### src/rtl/load_store_unit_pkg.sv
// Shared encodings for the load-store unit: byte-enable patterns and FSM states.
package load_store_unit_pkg;

   // Byte-enable patterns presented by the core (right-aligned access size).
   localparam logic [3:0] BE_NONE = 4'b0000;
   localparam logic [3:0] BE_BYTE = 4'b0001;
   localparam logic [3:0] BE_HALF = 4'b0011;
   localparam logic [3:0] BE_WORD = 4'b1111;

   // Request life cycle: accept, check legality, bus access, hold result.
   typedef enum logic [1:0] {
      LSU_IDLE   = 2'd0,
      LSU_CHECK  = 2'd1,
      LSU_ACCESS = 2'd2,
      LSU_DONE   = 2'd3
   } lsu_state_t;

endpackage

### src/rtl/lsu_align.sv
// Combinational lane logic: legality check, store replication/strobes,
// load lane extraction with sign or zero extension.
module lsu_align
   import load_store_unit_pkg::*;
#(
   parameter int DATA_WIDTH      = 32,
   parameter int BYTE_DATA_WIDTH = 4
) (
   input  logic [BYTE_DATA_WIDTH-1:0] be,
   input  logic [1:0]                 addr_lo,
   input  logic                       is_unsigned,
   input  logic [DATA_WIDTH-1:0]      wdata,
   input  logic [DATA_WIDTH-1:0]      rdata,
   output logic                       legal,
   output logic                       misalign,
   output logic [BYTE_DATA_WIDTH-1:0] wstrb,
   output logic [DATA_WIDTH-1:0]      wdata_rep,
   output logic [DATA_WIDTH-1:0]      rdata_ext
);

   localparam int HALF_WIDTH = DATA_WIDTH / 2;

   logic [7:0]            byte_sel;
   logic [HALF_WIDTH-1:0] half_sel;

   // Byte lane chosen by addr[1:0], half lane chosen by addr[1].
   assign byte_sel = 8'(rdata >> {addr_lo, 3'b000});
   assign half_sel = addr_lo[1] ? rdata[DATA_WIDTH-1:HALF_WIDTH] : rdata[HALF_WIDTH-1:0];

   // Decode the access size into legality, store lanes and extended load data.
   always_comb begin
      legal     = 1'b0;
      misalign  = 1'b0;
      wstrb     = be << addr_lo;
      wdata_rep = wdata;
      rdata_ext = rdata;
      case (be)
         BE_NONE: begin
            legal = 1'b0;
         end
         BE_BYTE: begin
            legal     = 1'b1;
            wdata_rep = {(DATA_WIDTH/8){wdata[7:0]}};
            rdata_ext = {{(DATA_WIDTH-8){~is_unsigned & byte_sel[7]}}, byte_sel};
         end
         BE_HALF: begin
            legal     = ~addr_lo[0];
            misalign  = addr_lo[0];
            wdata_rep = {(DATA_WIDTH/HALF_WIDTH){wdata[HALF_WIDTH-1:0]}};
            rdata_ext = {{(DATA_WIDTH-HALF_WIDTH){~is_unsigned & half_sel[HALF_WIDTH-1]}}, half_sel};
         end
         BE_WORD: begin
            legal    = (addr_lo == 2'b00);
            misalign = (addr_lo != 2'b00);
         end
         default: begin
            misalign = 1'b1;
         end
      endcase
   end

endmodule

### src/rtl/load_store_unit.sv
// Load-store unit: accepts one core request, performs at most one aligned
// data-memory access and returns the extended load result.
//
// Core handshake: mem_req is raised and held by the core; mem_valid rises when
// the access is finished and stays high until mem_req is seen low, after which
// the unit returns to IDLE. Memory handshake: dmem_req is held until a single
// dmem_ack pulse; dmem_ack is only honoured while dmem_req is high.
module load_store_unit
   import load_store_unit_pkg::*;
#(
   parameter int DATA_WIDTH      = 32,
   parameter int BYTE_DATA_WIDTH = 4,
   parameter int ADDR_WIDTH      = 32
) (
   input  logic                       clk,
   input  logic                       rst,
   input  logic                       mem_req,
   input  logic                       mem_we,
   input  logic [BYTE_DATA_WIDTH-1:0] mem_byte_enable,
   input  logic                       mem_unsigned,
   input  logic [ADDR_WIDTH-1:0]      mem_addr,
   input  logic [DATA_WIDTH-1:0]      mem_wdata,
   output logic                       mem_valid,
   output logic [DATA_WIDTH-1:0]      mem_rdata,
   output logic                       mem_misalign,
   output logic                       dmem_req,
   output logic                       dmem_we,
   output logic [ADDR_WIDTH-3:0]      dmem_addr,
   output logic [DATA_WIDTH-1:0]      dmem_wdata,
   output logic [BYTE_DATA_WIDTH-1:0] dmem_wstrb,
   input  logic [DATA_WIDTH-1:0]      dmem_rdata,
   input  logic                       dmem_ack,
   output lsu_state_t                 dbg_state
);

   lsu_state_t                 state_q, state_d;
   logic                       req_we_q, req_we_d;
   logic [BYTE_DATA_WIDTH-1:0] req_be_q, req_be_d;
   logic                       req_uns_q, req_uns_d;
   logic [ADDR_WIDTH-1:0]      req_addr_q, req_addr_d;
   logic [DATA_WIDTH-1:0]      req_wdata_q, req_wdata_d;
   logic                       dmem_req_q, dmem_req_d;
   logic                       dmem_we_q, dmem_we_d;
   logic [ADDR_WIDTH-3:0]      dmem_addr_q, dmem_addr_d;
   logic [DATA_WIDTH-1:0]      dmem_wdata_q, dmem_wdata_d;
   logic [BYTE_DATA_WIDTH-1:0] dmem_wstrb_q, dmem_wstrb_d;
   logic                       mem_valid_q, mem_valid_d;
   logic [DATA_WIDTH-1:0]      mem_rdata_q, mem_rdata_d;
   logic                       mem_misalign_q, mem_misalign_d;

   logic                       al_legal;
   logic                       al_misalign;
   logic [BYTE_DATA_WIDTH-1:0] al_wstrb;
   logic [DATA_WIDTH-1:0]      al_wdata;
   logic [DATA_WIDTH-1:0]      al_rdata;

   lsu_align #(
      .DATA_WIDTH      (DATA_WIDTH),
      .BYTE_DATA_WIDTH (BYTE_DATA_WIDTH)
   ) u_align (
      .be          (req_be_q),
      .addr_lo     (req_addr_q[1:0]),
      .is_unsigned (req_uns_q),
      .wdata       (req_wdata_q),
      .rdata       (dmem_rdata),
      .legal       (al_legal),
      .misalign    (al_misalign),
      .wstrb       (al_wstrb),
      .wdata_rep   (al_wdata),
      .rdata_ext   (al_rdata)
   );

   // State and datapath registers with synchronous reset.
   always_ff @(posedge clk) begin
      if (rst) begin
         state_q        <= LSU_IDLE;
         req_we_q       <= 1'b0;
         req_be_q       <= '0;
         req_uns_q      <= 1'b0;
         req_addr_q     <= '0;
         req_wdata_q    <= '0;
         dmem_req_q     <= 1'b0;
         dmem_we_q      <= 1'b0;
         dmem_addr_q    <= '0;
         dmem_wdata_q   <= '0;
         dmem_wstrb_q   <= '0;
         mem_valid_q    <= 1'b0;
         mem_rdata_q    <= '0;
         mem_misalign_q <= 1'b0;
      end else begin
         state_q        <= state_d;
         req_we_q       <= req_we_d;
         req_be_q       <= req_be_d;
         req_uns_q      <= req_uns_d;
         req_addr_q     <= req_addr_d;
         req_wdata_q    <= req_wdata_d;
         dmem_req_q     <= dmem_req_d;
         dmem_we_q      <= dmem_we_d;
         dmem_addr_q    <= dmem_addr_d;
         dmem_wdata_q   <= dmem_wdata_d;
         dmem_wstrb_q   <= dmem_wstrb_d;
         mem_valid_q    <= mem_valid_d;
         mem_rdata_q    <= mem_rdata_d;
         mem_misalign_q <= mem_misalign_d;
      end
   end

   // Next-state logic: request sequencing through check, access and completion.
   always_comb begin
      state_d = state_q;
      case (state_q)
         LSU_IDLE:   if (mem_req) state_d = LSU_CHECK;
         LSU_CHECK:  state_d = al_legal ? LSU_ACCESS : LSU_DONE;
         LSU_ACCESS: if (dmem_req_q && dmem_ack) state_d = LSU_DONE;
         LSU_DONE:   if (!mem_req) state_d = LSU_IDLE;
         default:    state_d = LSU_IDLE;
      endcase
   end

   // Datapath updates per state; request inputs are only captured in IDLE.
   always_comb begin
      req_we_d       = req_we_q;
      req_be_d       = req_be_q;
      req_uns_d      = req_uns_q;
      req_addr_d     = req_addr_q;
      req_wdata_d    = req_wdata_q;
      dmem_req_d     = dmem_req_q;
      dmem_we_d      = dmem_we_q;
      dmem_addr_d    = dmem_addr_q;
      dmem_wdata_d   = dmem_wdata_q;
      dmem_wstrb_d   = dmem_wstrb_q;
      mem_valid_d    = mem_valid_q;
      mem_rdata_d    = mem_rdata_q;
      mem_misalign_d = mem_misalign_q;
      case (state_q)
         LSU_IDLE: begin
            if (mem_req) begin
               req_we_d    = mem_we;
               req_be_d    = mem_byte_enable;
               req_uns_d   = mem_unsigned;
               req_addr_d  = mem_addr;
               req_wdata_d = mem_wdata;
            end
         end
         LSU_CHECK: begin
            if (al_legal) begin
               dmem_req_d   = 1'b1;
               dmem_we_d    = req_we_q;
               dmem_addr_d  = req_addr_q[ADDR_WIDTH-1:2];
               dmem_wdata_d = req_we_q ? al_wdata : '0;
               dmem_wstrb_d = req_we_q ? al_wstrb : '0;
            end else begin
               // No-op or rejected: complete immediately with zero data.
               mem_valid_d    = 1'b1;
               mem_misalign_d = al_misalign;
               mem_rdata_d    = '0;
            end
         end
         LSU_ACCESS: begin
            if (dmem_req_q && dmem_ack) begin
               dmem_req_d     = 1'b0;
               dmem_we_d      = 1'b0;
               dmem_addr_d    = '0;
               dmem_wdata_d   = '0;
               dmem_wstrb_d   = '0;
               mem_valid_d    = 1'b1;
               mem_misalign_d = 1'b0;
               mem_rdata_d    = req_we_q ? '0 : al_rdata;
            end
         end
         LSU_DONE: begin
            if (!mem_req) begin
               mem_valid_d    = 1'b0;
               mem_misalign_d = 1'b0;
               mem_rdata_d    = '0;
            end
         end
         default: begin
            dmem_req_d = 1'b0;
         end
      endcase
   end

   assign mem_valid    = mem_valid_q;
   assign mem_rdata    = mem_rdata_q;
   assign mem_misalign = mem_misalign_q;
   assign dmem_req     = dmem_req_q;
   assign dmem_we      = dmem_we_q;
   assign dmem_addr    = dmem_addr_q;
   assign dmem_wdata   = dmem_wdata_q;
   assign dmem_wstrb   = dmem_wstrb_q;
   assign dbg_state    = state_q;

endmodule

### config.mk
export PLATFORM = sky130hd
export DESIGN_NAME = load_store_unit
export DESIGN_NICKNAME = d
export VERILOG_FILES = /design/src/rtl/load_store_unit_pkg.sv /design/src/rtl/lsu_align.sv /design/src/rtl/load_store_unit.sv
export SDC_FILE = /design/constraint.sdc
export NUM_CORES = 1
export LEC_CHECK = 0
export ABC_CLOCK_PERIOD_IN_PS = 2100
export CORE_ASPECT_RATIO = 0.5
export CORE_UTILIZATION = 44
export DETAILED_ROUTE_END_ITERATION = 10
export MAX_ROUTING_LAYER = met4
export PLACE_DENSITY = 0.72
export REMOVE_ABC_BUFFERS = 1
export SYNTH_ARGS = -nofsm -noshare
export SYNTH_HDL_FRONTEND = slang
export SYNTH_HIERARCHICAL = 1
export SYNTH_SLANG_ARGS = --single-unit
### constraint.sdc
create_clock -name clk -period 2.1 [get_ports clk]
set_input_delay 0.21 -clock clk [delete_from_list [all_inputs] [get_ports clk]]
set_output_delay 0.21 -clock clk [all_outputs]
set_load 0.02 [all_outputs]
==> impl_results.html, run 1 <==
<table>
<tr><th>Metric</th><th>Value</th></tr>
<tr><th colspan="2">Synthesis</th></tr>
<tr><td>Post-synthesis async set-or-reset flop share</td><td>0%</td></tr>
<tr><td>Post-synth top flop</td><td>dfxtp_1</td></tr>
<tr><td>Number of synthesized flops with an enable pin</td><td>0</td></tr>
<tr><td>Most instantiated cells after synthesis</td><td>nand2_1 (261), dfxtp_1 (174), a21oi_1 (108)</td></tr>
<tr><td>Synthesized area divided by synthesized cell count</td><td>about 8.4 µm²</td></tr>
<tr><td>Unique cell type count in the Yosys netlist</td><td>53</td></tr>
<tr><td>Total of flip-flops plus latches after synthesis</td><td>around 170</td></tr>
<tr><td>Part of the Yosys area used for sequential elements</td><td>around 44%</td></tr>
<tr><td>Cell taking the most area after synthesis</td><td>dfxtp_1</td></tr>
<tr><td>Yosys warning total</td><td>6</td></tr>
<tr><td>Gate Count Post-Synth</td><td>942</td></tr>
<tr><td>Ranking of synthesized cells by area</td><td>dfxtp_1 (44%), nand2_1 (12%), a21oi_1 (6.8%)</td></tr>
<tr><td>Post-Synthesis Cell Area</td><td>0.00791 mm²</td></tr>
<tr><td>Area fraction of the dominant cell type after synthesis</td><td>roughly 44%</td></tr>
<tr><td>Top-count cell post-synth</td><td>nand2_1</td></tr>
<tr><th colspan="2">Clocking</th></tr>
<tr><td>Clock latency reported for the late side of the worst-skew pair</td><td>between 0.4 and 0.5 ns</td></tr>
<tr><td>Num CTS Buffers</td><td>17</td></tr>
<tr><td>CTS root buffer</td><td>clkbuf_16</td></tr>
<tr><td>Buffers inserted during post-CTS setup optimization</td><td>0</td></tr>
<tr><td>Clock tree from TritonCTS</td><td>yes</td></tr>
<tr><td>Clock H-tree levels</td><td>4</td></tr>
<tr><td>Cts repair resizes</td><td>0</td></tr>
<tr><td>Number of sinks handled by clock tree synthesis</td><td>between 150 and 200</td></tr>
<tr><td>Clock-pin slew of the registers on the worst-case setup and hold paths</td><td>~0.070 ns</td></tr>
<tr><td>CTS max path bufs</td><td>2</td></tr>
<tr><td>Hold buffers post-CTS</td><td>0</td></tr>
<tr><th colspan="2">Placement</th></tr>
<tr><td>Global placer's final weighted congestion</td><td>around 0.85</td></tr>
<tr><td>Number of buffers added on ports</td><td>209</td></tr>
<tr><td>Post-placement cell count</td><td>~1.3k</td></tr>
<tr><td>Total placed instance area</td><td>0.0102 mm²</td></tr>
<tr><td>Pre-CTS setup slack</td><td>0.127 ns</td></tr>
<tr><td>HPWL after detailed placement</td><td>around 15 mm</td></tr>
<tr><th colspan="2">Floorplanning</th></tr>
<tr><td>Core area</td><td>~0.017 mm²</td></tr>
<tr><td>I/O pin count</td><td>210</td></tr>
<tr><td>Initial Utilization</td><td>a little under half</td></tr>
<tr><td>Horizontal extent of the die</td><td>192 µm</td></tr>
<tr><td>Vertical extent of the die</td><td>96.8 µm</td></tr>
<tr><td>Cell row count</td><td>34</td></tr>
<tr><td>Total die area</td><td>about 0.019 mm²</td></tr>
<tr><th colspan="2">Critical path</th></tr>
<tr><td>Number of gates on the worst path with buffers counted</td><td>7</td></tr>
<tr><td>Endpoint of the lowest-slack register-to-register path</td><td>mem_rdata[18]</td></tr>
<tr><td>Slowest stage cell on the critical path</td><td>dfxtp_1</td></tr>
<tr><td>Critical path peak fanout</td><td>32</td></tr>
<tr><td>Worst setup path end</td><td>mem_rdata[18]</td></tr>
<tr><td>CP endpoint kind</td><td>flip-flop</td></tr>
<tr><td>Arrival time of the worst setup path</td><td>about 2.3 ns</td></tr>
<tr><td>Cell-by-cell listing of the critical path</td><td>nand4b_1, nor2_1, o21a_1, and2_1, a2111oi_4, buf_12, mux2i_1</td></tr>
<tr><td>Critical path launch point type</td><td>flip-flop</td></tr>
<tr><td>Critical path's largest stage delay</td><td>0.39 ns</td></tr>
<tr><td>Worst r2r path cells</td><td>7</td></tr>
<tr><td>Worst reg2reg startpoint</td><td>req_addr_q[1]</td></tr>
<tr><td>Startpoint of the most critical setup path</td><td>req_addr_q[1]</td></tr>
<tr><td>Critical path class</td><td>flip-flop to flip-flop</td></tr>
<tr><td>CP delay by family, top</td><td>compound AO/OA/AOI/OAI gates</td></tr>
<tr><td>Buf+Inv Stages, Crit Path</td><td>1</td></tr>
<tr><td>Required @ worst endpoint</td><td>around 2.4 ns</td></tr>
<tr><td>Reg-to-reg setup timing slack</td><td>around 0.17 ns</td></tr>
<tr><th colspan="2">Routing</th></tr>
<tr><td>Detailed Route WL</td><td>about 23 mm</td></tr>
<tr><td>Avg WL per Cell</td><td>16.5 µm</td></tr>
<tr><td>Number of design rule violations left after detail routing</td><td>0</td></tr>
<tr><td>Highest routed metal layer</td><td>met4</td></tr>
<tr><td>Met3 wire len</td><td>about 1.1 mm</td></tr>
<tr><td>Total routed wire length on the met1 layer</td><td>a little over 10 mm</td></tr>
<tr><td>Detailed-router iteration count before antenna repair</td><td>5</td></tr>
<tr><td>DRT iter0 DRCs</td><td>between 500 and 600</td></tr>
<tr><td>Via count</td><td>7,289</td></tr>
<tr><td>Detail-routed via count per cell</td><td>between 5 and 6</td></tr>
<tr><td>Number of nets still failing antenna checks after routing</td><td>0</td></tr>
<tr><td>Met2 routed WL</td><td>10.8 mm</td></tr>
<tr><th colspan="2">Global route</th></tr>
<tr><td>Sum of overflow across all layers after global routing</td><td>0</td></tr>
<tr><td>Total global routing track utilization</td><td>between 20 and 30%</td></tr>
<tr><td>Number of global-route vias before repair</td><td>7,180</td></tr>
<tr><td>Wire length of the first global-routing pass</td><td>approximately 36 mm</td></tr>
<tr><td>Maximum number of pins on one net before global-route repair</td><td>45</td></tr>
<tr><td>Antenna violations before repair</td><td>0</td></tr>
<tr><th colspan="2">Timing</th></tr>
<tr><td>Slew margin rel.</td><td>68.5%</td></tr>
<tr><td>Share of the cycle needed by the critical path after routing</td><td>between 90% and 100%</td></tr>
<tr><td>Final setup violation count</td><td>0</td></tr>
<tr><td>Setup repair after global routing missed its margin</td><td>no</td></tr>
<tr><td>Final-layout setup total negative slack</td><td>0 ns</td></tr>
<tr><td>Max-slew violation count</td><td>0</td></tr>
<tr><td>Final critical-path setup slack</td><td>between 0.15 and 0.2 ns</td></tr>
<tr><td>Clock skew</td><td>0.0124 ns</td></tr>
<tr><td>Highest achievable clock rate</td><td>roughly 0.52 GHz</td></tr>
<tr><td>Final-report hold violation count</td><td>0</td></tr>
<tr><td>Final Critical Period</td><td>slightly below 2 ns</td></tr>
<tr><td>Hold Worst Slack</td><td>around 0.25 ns</td></tr>
<tr><td>Measured slew at the worst slew-check pin</td><td>0.472 ns</td></tr>
<tr><th colspan="2">Cells and area</th></tr>
<tr><td>Fillcell total</td><td>about 1.5k</td></tr>
<tr><td>Final cell area excluding filler cells</td><td>~0.011 mm²</td></tr>
<tr><td>Area added between synthesis and finish</td><td>37.2%</td></tr>
<tr><td>Fraction of final layout cells sized beyond drive strength 1</td><td>approximately 8.8%</td></tr>
<tr><td>Number of nets in the layout</td><td>1,231</td></tr>
<tr><td>Core utilization of the finished layout</td><td>roughly 62%</td></tr>
<tr><td>Filler-free cell count of the finished design</td><td>1,366</td></tr>
<tr><td>Diodes inserted</td><td>0</td></tr>
<tr><th colspan="2">Power and ir drop</th></tr>
<tr><td>PwrDens</td><td>1020 mW/mm²</td></tr>
<tr><td>Cell Int Power</td><td>between 7 and 8 mW</td></tr>
<tr><td>Logic gate share of total power</td><td>about a third</td></tr>
<tr><td>Sw Ratio</td><td>between 30% and 40%</td></tr>
<tr><td>Post-layout total power</td><td>roughly 11 mW</td></tr>
<tr><td>Net switching power</td><td>3.86 mW</td></tr>
<tr><td>Static leakage power</td><td>around 4 nW</td></tr>
<tr><td>Share of power burned in registers</td><td>35.1%</td></tr>
<tr><td>Clock network fraction of design power</td><td>30.6%</td></tr>
<tr><td>Max VDD drop</td><td>0.743 mV</td></tr>
<tr><th colspan="2">Min path</th></tr>
<tr><td>Worst min-delay path class</td><td>input pin to flip-flop</td></tr>
<tr><th colspan="2">Outcome</th></tr>
<tr><td>Run status</td><td>completed</td></tr>
<tr><th colspan="2">Run</th></tr>
<tr><td>Number of maximum-capacitance violations</td><td>0</td></tr>
</table>
## cell type report
type / instances / area (µm²) / share of cell area (%)
tap: 234 / 293 / 2.70
clock inverter: 15 / 208 / 1.91
clock buffer: 17 / 425 / 3.92
inverter: 18 / 67.6 / 0.623
timing repair buffer: 247 / 2460 / 22.7
sequential: 174 / 3480 / 32.1
multi-input combinational: 661 / 3910 / 36.0
## cells in the final DEF, fill, tap and decap left out, types with 12 or more instances in the layout
| master | Yosys | routed |
|---|---|---|
| mux2i_1 | 45 | 44 |
| dfxtp_1 | 174 | 174 |
| a21oi_1 | 108 | 108 |
| clkdlybuf4s50_1 | 0 | 208 |
| a22o_1 | 36 | 36 |
| clkbuf_16 | 0 | 17 |
| nand4b_1 | 32 | 32 |
| o21ai_0 | 40 | 40 |
| nand2b_1 | 35 | 35 |
| nand2_1 | 261 | 260 |
| buf_4 | 9 | 32 |
| a22oi_1 | 12 | 12 |
| inv_1 | 18 | 18 |
## layer usage
metal  track usage (%)  vias to the layer above
met1              31.6                     3452
met5                 -                        -
met4              8.61                        0
li1                  -                     3578
met2              41.2                      222
met3              4.43                       37
## sequential cells by signal (all words and copies together), names as in the netlist, 2 cells and up
register and count:
dmem_wdata 32, mem_rdata 32, req_addr_q 32, req_wdata_q 32
dmem_addr 30, dmem_wstrb 4, req_be_q 4, dbg_state 2
## worst min path at each step
| stage | from | to | slack [ns] | cells past startpoint |
|---|---|---|---|---|
| final | rst | req_we_q | 0.25 | 2 |
| after global routing | rst | req_addr_q[1] | 0.26 | 2 |
| after global placement | req_addr_q[8] | req_addr_q[8] | 0.44 | 2 |
| after floorplan | rst | dbg_state[1] | 0.28 | 1 |
| after CTS | rst | req_we_q | 0.24 | 2 |
| after detailed placement | req_wdata_q[17] | req_wdata_q[17] | 0.45 | 2 |
## logic make-up (layout without fill, tap and decap cells)
logic type	after synthesis	count (layout)	synth area share (%)
mux	54	54	7.12
buf+inv	107	297	6.93
flops	174	174	44.1
simple gates	366	366	22.2
fa+ha+maj	6	6	0.949
compound gates	235	235	18.8
## power groups by stage
stage          Sequential (mW)  Clock [mW]  Combinational (mW)
2_1_floorplan             4.12           0                2.08
3_3_place_gp              3.96           0                3.75
3_5_place_dp              3.97           0                3.80
4_1_cts                   3.90        3.44                3.82
5_1_grt                   3.95        3.60                4.14
6_report                  3.91        3.40                3.81
Note: power is estimated with default switching activity, not from simulation.
==> run 2, diff against run 1 <==
--- a/config.mk
+++ b/config.mk
@@ -10,7 +10,7 @@
 export CORE_UTILIZATION = 44
 export DETAILED_ROUTE_END_ITERATION = 10
 export MAX_ROUTING_LAYER = met4
-export PLACE_DENSITY = 0.72
+export PLACE_DENSITY_LB_ADDON = 0.12
 export REMOVE_ABC_BUFFERS = 1
 export SYNTH_ARGS = -nofsm -noshare
 export SYNTH_HDL_FRONTEND = slang
==> run 2 against run 1 <==
  * Hold slack better by 0.054 ns
  * Final cell count decreased by 0.22%
  * Sequential cell count unchanged
  * Critical path type unchanged
  * Core utilization fell by 0.064 points
  * Largest power group is now combinational logic
  * Maximum frequency fell by 3.1%
  * Highest routed layer unchanged
==> impl_results.html, run 2 (synthesized netlist as in run 1, its figures left out) <==
<table>
<tr><th>Metric</th><th>Value</th></tr>
<tr><th colspan="2">Cells and area</th></tr>
<tr><td>Core utilization of the finished layout</td><td>around 62%</td></tr>
<tr><td>Fraction of final layout cells sized beyond drive strength 1</td><td>between 8 and 9%</td></tr>
<tr><td>Number of nets in the layout</td><td>between 1k and 1.5k</td></tr>
<tr><td>Area added between synthesis and finish</td><td>37.0%</td></tr>
<tr><td>Diodes inserted</td><td>0</td></tr>
<tr><td>Fillcell total</td><td>between 1.5k and 2k</td></tr>
<tr><td>Most frequent cells in the layout</td><td>nand2_1 (260), clkdlybuf4s50_1 (208), dfxtp_1 (172)</td></tr>
<tr><td>Most common cell after layout, fill and taps aside</td><td>nand2_1</td></tr>
<tr><th colspan="2">Global route</th></tr>
<tr><td>Number of global-route vias before repair</td><td>slightly above 7k</td></tr>
<tr><td>Maximum number of pins on one net before global-route repair</td><td>66</td></tr>
<tr><td>Sum of overflow across all layers after global routing</td><td>0</td></tr>
<tr><td>Antenna violations before repair</td><td>0</td></tr>
<tr><td>Total global routing track utilization</td><td>25.8%</td></tr>
<tr><td>Wire length of the first global-routing pass</td><td>roughly 37 mm</td></tr>
<tr><th colspan="2">Timing</th></tr>
<tr><td>Measured slew at the worst slew-check pin</td><td>0.643 ns</td></tr>
<tr><td>Final-report hold violation count</td><td>0</td></tr>
<tr><td>Share of the cycle needed by the critical path after routing</td><td>94.7%</td></tr>
<tr><td>Clock skew</td><td>approximately 0.015 ns</td></tr>
<tr><td>Final setup violation count</td><td>0</td></tr>
<tr><td>Highest achievable clock rate</td><td>slightly above 0.5 GHz</td></tr>
<tr><td>Setup repair after global routing missed its margin</td><td>no</td></tr>
<tr><td>Max-slew violation count</td><td>0</td></tr>
<tr><td>Hold Worst Slack</td><td>0.306 ns</td></tr>
<tr><td>Final Critical Period</td><td>between 1.5 and 2 ns</td></tr>
<tr><td>Final-layout setup total negative slack</td><td>0 ns</td></tr>
<tr><td>Slew margin rel.</td><td>roughly 57%</td></tr>
<tr><th colspan="2">Critical path</th></tr>
<tr><td>Critical path launch point type</td><td>flip-flop</td></tr>
<tr><td>CP endpoint kind</td><td>flip-flop</td></tr>
<tr><td>Arrival time of the worst setup path</td><td>~2.3 ns</td></tr>
<tr><td>Critical path peak fanout</td><td>13</td></tr>
<tr><td>Worst r2r path cells</td><td>6</td></tr>
<tr><td>Slowest stage cell on the critical path</td><td>or3b_2</td></tr>
<tr><td>Required @ worst endpoint</td><td>approximately 2.5 ns</td></tr>
<tr><td>Critical path's largest stage delay</td><td>between 0.6 and 0.7 ns</td></tr>
<tr><td>Cell-by-cell listing of the critical path</td><td>buf_4, or3b_2, a21oi_4, o22a_1, nand2_1, mux2i_1</td></tr>
<tr><td>Worst reg2reg startpoint</td><td>req_be_q[3]</td></tr>
<tr><td>Reg-to-reg setup timing slack</td><td>approximately 0.11 ns</td></tr>
<tr><td>Buf+Inv Stages, Crit Path</td><td>1</td></tr>
<tr><td>CP delay by family, top</td><td>simple AND/OR/NAND/NOR gates</td></tr>
<tr><td>Critical path class</td><td>flip-flop to flip-flop</td></tr>
<tr><td>Endpoint of the lowest-slack register-to-register path</td><td>mem_rdata[1]</td></tr>
<tr><th colspan="2">Routing</th></tr>
<tr><td>Via count</td><td>roughly 7.4k</td></tr>
<tr><td>Avg WL per Cell</td><td>between 15 and 20 µm</td></tr>
<tr><td>Number of design rule violations left after detail routing</td><td>0</td></tr>
<tr><td>Detailed Route WL</td><td>approximately 23 mm</td></tr>
<tr><td>Detailed-router iteration count before antenna repair</td><td>5</td></tr>
<tr><td>Detail-routed via count per cell</td><td>between 5 and 6</td></tr>
<tr><td>DRT iter0 DRCs</td><td>around 370</td></tr>
<tr><td>Number of nets still failing antenna checks after routing</td><td>0</td></tr>
<tr><th colspan="2">Clocking</th></tr>
<tr><td>Clock tree from TritonCTS</td><td>yes</td></tr>
<tr><td>Hold buffers post-CTS</td><td>0</td></tr>
<tr><td>Number of sinks handled by clock tree synthesis</td><td>~170</td></tr>
<tr><td>Clock-pin slew of the registers on the worst-case setup and hold paths</td><td>0.08 ns</td></tr>
<tr><td>Clock H-tree levels</td><td>4</td></tr>
<tr><td>Clock latency reported for the late side of the worst-skew pair</td><td>roughly 0.43 ns</td></tr>
<tr><td>CTS max path bufs</td><td>2</td></tr>
<tr><td>CTS root buffer</td><td>clkbuf_16</td></tr>
<tr><td>Num CTS Buffers</td><td>17</td></tr>
<tr><th colspan="2">Run</th></tr>
<tr><td>Number of maximum-capacitance violations</td><td>0</td></tr>
<tr><th colspan="2">Floorplanning</th></tr>
<tr><td>Vertical extent of the die</td><td>just under 100 µm</td></tr>
<tr><td>Core area</td><td>about 0.017 mm²</td></tr>
<tr><td>Cell row count</td><td>34</td></tr>
<tr><td>I/O pin count</td><td>210</td></tr>
<tr><td>Initial Utilization</td><td>a little under half</td></tr>
<tr><td>Total die area</td><td>0.0185 mm²</td></tr>
<tr><td>Horizontal extent of the die</td><td>between 150 and 200 µm</td></tr>
<tr><th colspan="2">Placement</th></tr>
<tr><td>Number of buffers added on ports</td><td>approximately 210</td></tr>
<tr><td>HPWL after detailed placement</td><td>~15 mm</td></tr>
<tr><td>Global placer's final weighted congestion</td><td>roughly 0.85</td></tr>
<tr><th colspan="2">Min path</th></tr>
<tr><td>Startpoint of the lowest-slack hold path</td><td>rst</td></tr>
<tr><td>Worst min-delay path class</td><td>input pin to flip-flop</td></tr>
<tr><td>Worst-case hold path end point</td><td>req_wdata_q[16]</td></tr>
<tr><td>Depth of the worst hold-timing path</td><td>2</td></tr>
<tr><th colspan="2">Power and ir drop</th></tr>
<tr><td>PwrDens</td><td>1030 mW/mm²</td></tr>
<tr><td>Static leakage power</td><td>roughly 4 nW</td></tr>
<tr><td>Max VDD drop</td><td>0.761 mV</td></tr>
<tr><th colspan="2">Outcome</th></tr>
<tr><td>Run status</td><td>completed</td></tr>
</table>
run 2: cell types whose count changed in the layout (fill, tap and decap cells not counted), sizes merged:
cell / delta
inv: -2
buf: -4
bufinv: -2
clkinv: -1
clkbuf: +6
run 2: how the worst max path moves through the flow:
stage	from	to	slack, ns	cells past startpoint
after global placement	dmem_rdata[31]	mem_rdata[15]	0.13	6
after CTS	dbg_state[1]	mem_rdata[24]	0.04	6
after detailed placement	dbg_state[1]	mem_rdata[15]	0.08	6
after floorplan	req_be_q[1]	mem_rdata[0]	-1.83	5
final	req_be_q[3]	mem_rdata[1]	0.11	6
after global routing	req_be_q[2]	dmem_addr[8]	0.006	7
run 2: power by group:
group	leakage, nW	switching, mW	internal (mW)
Clock	0.290	1.39	1.90
Sequential	1.41	0.257	3.66
Combinational	2.28	2.31	1.64
run 2: final cells by class:
cell class                 instances  area, µm²  share of cell area, %
timing repair buffer             244       2480                   22.9
clock inverter                    10        126                   1.17
tap                              234        293                   2.70
multi-input combinational        661       3890                   35.9
sequential                       174       3490                   32.2
inverter                          18       67.6                  0.624
clock buffer                      22        484                   4.47
run 2: worst reg2reg max path, stage by stage (launching register included):
cell and delay, ns:
dfxtp_1 0.37, buf_4 0.18, or3b_2 0.65, a21oi_4 0.32, o22a_1 0.19, nand2_1 0.07, mux2i_1 0.15
run 2: what timing repair did:
action	in CTS	in global routing
setup endpoints to repair	0	62
setup buffers	0	1
resized for setup	0	7
run 2: per-stage QoR:
step                area, µm²  cells  worst slack [ns]  power, mW
finish                  10800   1363             0.111       11.2
global route            10800   1363           0.00572       11.7
CTS                     10800   1361            0.0394       11.1
detailed placement      10200   1329            0.0758       7.78
global placement        10200   1329             0.128       7.71
floorplan                7430    853             -1.83       6.20
run 2: per-layer routing:
layer  wire (µm)  track usage, %  up-vias  share of wire, %
li1            -               -     3575                 -
met1       10400            33.5     3545                45
met2       11000            40.6      277                47
met3        1510            4.25       36               6.5
met4         405            9.52        0               1.7
met5           0               -        -                 0
==> run 3, diff against run 2 <==
--- a/config.mk
+++ b/config.mk
@@ -11,7 +11,6 @@
 export DETAILED_ROUTE_END_ITERATION = 10
 export MAX_ROUTING_LAYER = met4
 export PLACE_DENSITY_LB_ADDON = 0.12
-export REMOVE_ABC_BUFFERS = 1
 export SYNTH_ARGS = -nofsm -noshare
 export SYNTH_HDL_FRONTEND = slang
 export SYNTH_HIERARCHICAL = 1
==> run 3 against run 2 <==
  * First-iteration DRC count rose by 38%
  * Sequential cell count stayed put
  * Sequential share of layout area increased by 0.12 points
  * Die area unchanged
==> impl_results.html, run 3 (synthesized netlist as in run 1, its figures left out) <==
<table>
<tr><th>Metric</th><th>Value</th></tr>
<tr><th colspan="2">Cells and area</th></tr>
<tr><td>Diodes inserted</td><td>0</td></tr>
<tr><td>Most common cell after layout, fill and taps aside</td><td>nand2_1</td></tr>
<tr><td>Fillcell total</td><td>around 1.5k</td></tr>
<tr><td>Final cell area excluding filler cells</td><td>around 0.011 mm²</td></tr>
<tr><td>Number of nets in the layout</td><td>1,229</td></tr>
<tr><td>Most frequent cells in the layout</td><td>nand2_1 (260), clkdlybuf4s50_1 (208), dfxtp_1 (172)</td></tr>
<tr><td>Area added between synthesis and finish</td><td>36.6%</td></tr>
<tr><td>Fraction of final layout cells sized beyond drive strength 1</td><td>under 10%</td></tr>
<tr><th colspan="2">Routing</th></tr>
<tr><td>Number of design rule violations left after detail routing</td><td>0</td></tr>
<tr><td>Detailed-router iteration count before antenna repair</td><td>5</td></tr>
<tr><td>Detailed Route WL</td><td>~24 mm</td></tr>
<tr><td>DRT iter0 DRCs</td><td>512</td></tr>
<tr><td>Detail-routed via count per cell</td><td>roughly 5.4</td></tr>
<tr><td>Number of nets still failing antenna checks after routing</td><td>0</td></tr>
<tr><td>Avg WL per Cell</td><td>around 17 µm</td></tr>
<tr><td>Via count</td><td>7,392</td></tr>
<tr><th colspan="2">Critical path</th></tr>
<tr><td>Critical path class</td><td>flip-flop to flip-flop</td></tr>
<tr><td>Endpoint of the lowest-slack register-to-register path</td><td>mem_rdata[4]</td></tr>
<tr><td>Critical path peak fanout</td><td>16</td></tr>
<tr><td>Required @ worst endpoint</td><td>2.45 ns</td></tr>
<tr><td>CP endpoint kind</td><td>flip-flop</td></tr>
<tr><td>Reg-to-reg setup timing slack</td><td>around 0.1 ns</td></tr>
<tr><td>Critical path launch point type</td><td>flip-flop</td></tr>
<tr><td>Worst reg2reg startpoint</td><td>req_addr_q[1]</td></tr>
<tr><td>Worst r2r path cells</td><td>8</td></tr>
<tr><td>Arrival time of the worst setup path</td><td>between 2 and 2.5 ns</td></tr>
<tr><th colspan="2">Synthesis</th></tr>
<tr><td>Net count after synthesis</td><td>1,054</td></tr>
<tr><th colspan="2">Floorplanning</th></tr>
<tr><td>Vertical extent of the die</td><td>96.8 µm</td></tr>
<tr><td>Cell row count</td><td>34</td></tr>
<tr><td>I/O pin count</td><td>between 200 and 250</td></tr>
<tr><td>Core area</td><td>~0.017 mm²</td></tr>
<tr><td>Horizontal extent of the die</td><td>~190 µm</td></tr>
<tr><td>Initial Utilization</td><td>45.2%</td></tr>
<tr><td>Total die area</td><td>around 0.019 mm²</td></tr>
<tr><th colspan="2">Timing</th></tr>
<tr><td>Setup repair after global routing missed its margin</td><td>no</td></tr>
<tr><td>Highest achievable clock rate</td><td>about 0.5 GHz</td></tr>
<tr><td>Measured slew at the worst slew-check pin</td><td>around 0.54 ns</td></tr>
<tr><td>Final Critical Period</td><td>between 1.5 and 2 ns</td></tr>
<tr><td>Slew margin rel.</td><td>between 60% and 70%</td></tr>
<tr><td>Share of the cycle needed by the critical path after routing</td><td>95.2%</td></tr>
<tr><td>Final-report hold violation count</td><td>0</td></tr>
<tr><td>Clock skew</td><td>between 0.008 and 0.009 ns</td></tr>
<tr><td>Final-layout setup total negative slack</td><td>0 ns</td></tr>
<tr><td>Max-slew violation count</td><td>0</td></tr>
<tr><td>Final setup violation count</td><td>0</td></tr>
<tr><th colspan="2">Min path</th></tr>
<tr><td>Worst min-delay path class</td><td>input pin to flip-flop</td></tr>
<tr><td>Worst-case hold path end point</td><td>req_we_q</td></tr>
<tr><td>Depth of the worst hold-timing path</td><td>2</td></tr>
<tr><td>Startpoint of the lowest-slack hold path</td><td>rst</td></tr>
<tr><th colspan="2">Clocking</th></tr>
<tr><td>Number of sinks handled by clock tree synthesis</td><td>between 150 and 200</td></tr>
<tr><td>Clock tree from TritonCTS</td><td>yes</td></tr>
<tr><td>Num CTS Buffers</td><td>17</td></tr>
<tr><td>CTS root buffer</td><td>clkbuf_16</td></tr>
<tr><td>Clock latency reported for the late side of the worst-skew pair</td><td>between 0.4 and 0.5 ns</td></tr>
<tr><td>Clock-pin slew of the registers on the worst-case setup and hold paths</td><td>about 0.070 ns</td></tr>
<tr><td>Clock H-tree levels</td><td>4</td></tr>
<tr><td>CTS max path bufs</td><td>2</td></tr>
<tr><th colspan="2">Power and ir drop</th></tr>
<tr><td>PwrDens</td><td>slightly above 1000 mW/mm²</td></tr>
<tr><td>Static leakage power</td><td>slightly below 4 nW</td></tr>
<tr><td>Cell Int Power</td><td>about 7.0 mW</td></tr>
<tr><td>Max VDD drop</td><td>around 0.73 mV</td></tr>
<tr><td>Sw Ratio</td><td>35.8%</td></tr>
<tr><td>Logic gate share of total power</td><td>approximately 36%</td></tr>
<tr><td>Clock network fraction of design power</td><td>27.9%</td></tr>
<tr><td>Share of power burned in registers</td><td>36.1%</td></tr>
<tr><td>Net switching power</td><td>slightly below 4 mW</td></tr>
<tr><th colspan="2">Run</th></tr>
<tr><td>Number of maximum-capacitance violations</td><td>0</td></tr>
<tr><th colspan="2">Placement</th></tr>
<tr><td>HPWL after detailed placement</td><td>~16 mm</td></tr>
<tr><td>Total placed instance area</td><td>roughly 0.010 mm²</td></tr>
<tr><td>Global placer's final weighted congestion</td><td>~0.9</td></tr>
<tr><td>Number of buffers added on ports</td><td>209</td></tr>
<tr><th colspan="2">Global route</th></tr>
<tr><td>Sum of overflow across all layers after global routing</td><td>0</td></tr>
<tr><td>Maximum number of pins on one net before global-route repair</td><td>91</td></tr>
<tr><td>Number of global-route vias before repair</td><td>between 7k and 8k</td></tr>
<tr><td>Wire length of the first global-routing pass</td><td>roughly 38 mm</td></tr>
<tr><td>Antenna violations before repair</td><td>0</td></tr>
<tr><td>Total global routing track utilization</td><td>26.3%</td></tr>
<tr><th colspan="2">Outcome</th></tr>
<tr><td>Run status</td><td>completed</td></tr>
</table>
[run 3: final cells by class]
class	instances	area [µm²]	area share (%)
Multi-Input combinational cell	661	3890	36.0
Inverter	18	67.6	0.625
Sequential cell	174	3490	32.3
Clock buffer	20	457	4.23
Clock inverter	11	106	0.984
Timing Repair Buffer	245	2500	23.1
Tap cell	234	293	2.71
[run 3: power groups by stage]
stage / registers [mW] / clock network (mW) / logic [mW]
final: 3.94 / 3.06 / 3.94
after floorplan: 4.04 / 0 / 2.50
after CTS: 3.93 / 3.12 / 3.81
after global routing: 3.99 / 3.25 / 4.27
after detailed placement: 4.01 / 0 / 3.79
after global placement: 3.99 / 0 / 3.76
[run 3: worst max-delay path by stage]
| stage | from | to | slack, ns |
|---|---|---|---|
| global route | req_addr_q[1] | mem_rdata[2] | 0.04 |
| detailed placement | req_addr_q[1] | mem_rdata[31] | 0.12 |
| CTS | dbg_state[0] | mem_rdata[4] | 0.1 |
| global placement | dmem_rdata[15] | mem_rdata[15] | 0.15 |
| finish | req_addr_q[1] | mem_rdata[4] | 0.10 |
| floorplan | req_addr_q[1] | mem_rdata[10] | 0.008 |
[run 3: per-layer routing]
layer	global-route usage (%)	share of wire (%)	vias up	wire, µm
met5	-	0	-	0
met4	7.57	1.5	0	342
met3	5.73	7.9	27	1860
met2	39.1	44	272	10500
met1	35.8	46	3527	10900
li1	-	-	3566	-
[run 3: worst max-delay path: stages (launching register included)]
cell       delay [ns]
dfxtp_4          0.39
nand4b_1         0.14
nor2_1           0.06
o21a_1           0.24
and2_4           0.19
a2111oi_4        0.26
buf_4            0.21
clkbuf_16        0.21
mux2i_1          0.20
[run 3: repair_timing]
action / 4_1_cts / 5_1_grt
buffers inserted: 0 / 1
resized for setup: 0 / 6
endpoints found under the setup margin: 0 / 20
hold buffers: 0 / 0
[run 3: per-stage QoR]
| stage | total power, mW | hold slack (ns) | std cells | util (%) | setup WS [ns] |
|---|---|---|---|---|---|
| floorplan | 6.54 | 0.338 | 942 | - | 0.00788 |
| global placement | 7.75 | 0.442 | 1330 | 58.4 | 0.146 |
| detailed placement | 7.80 | 0.447 | 1330 | 58.4 | 0.119 |
| CTS | 10.9 | 0.274 | 1361 | 61.6 | 0.0978 |
| global route | 11.5 | 0.302 | 1363 | 61.8 | 0.0397 |
| finish | 10.9 | 0.275 | 1363 | 61.8 | 0.101 |
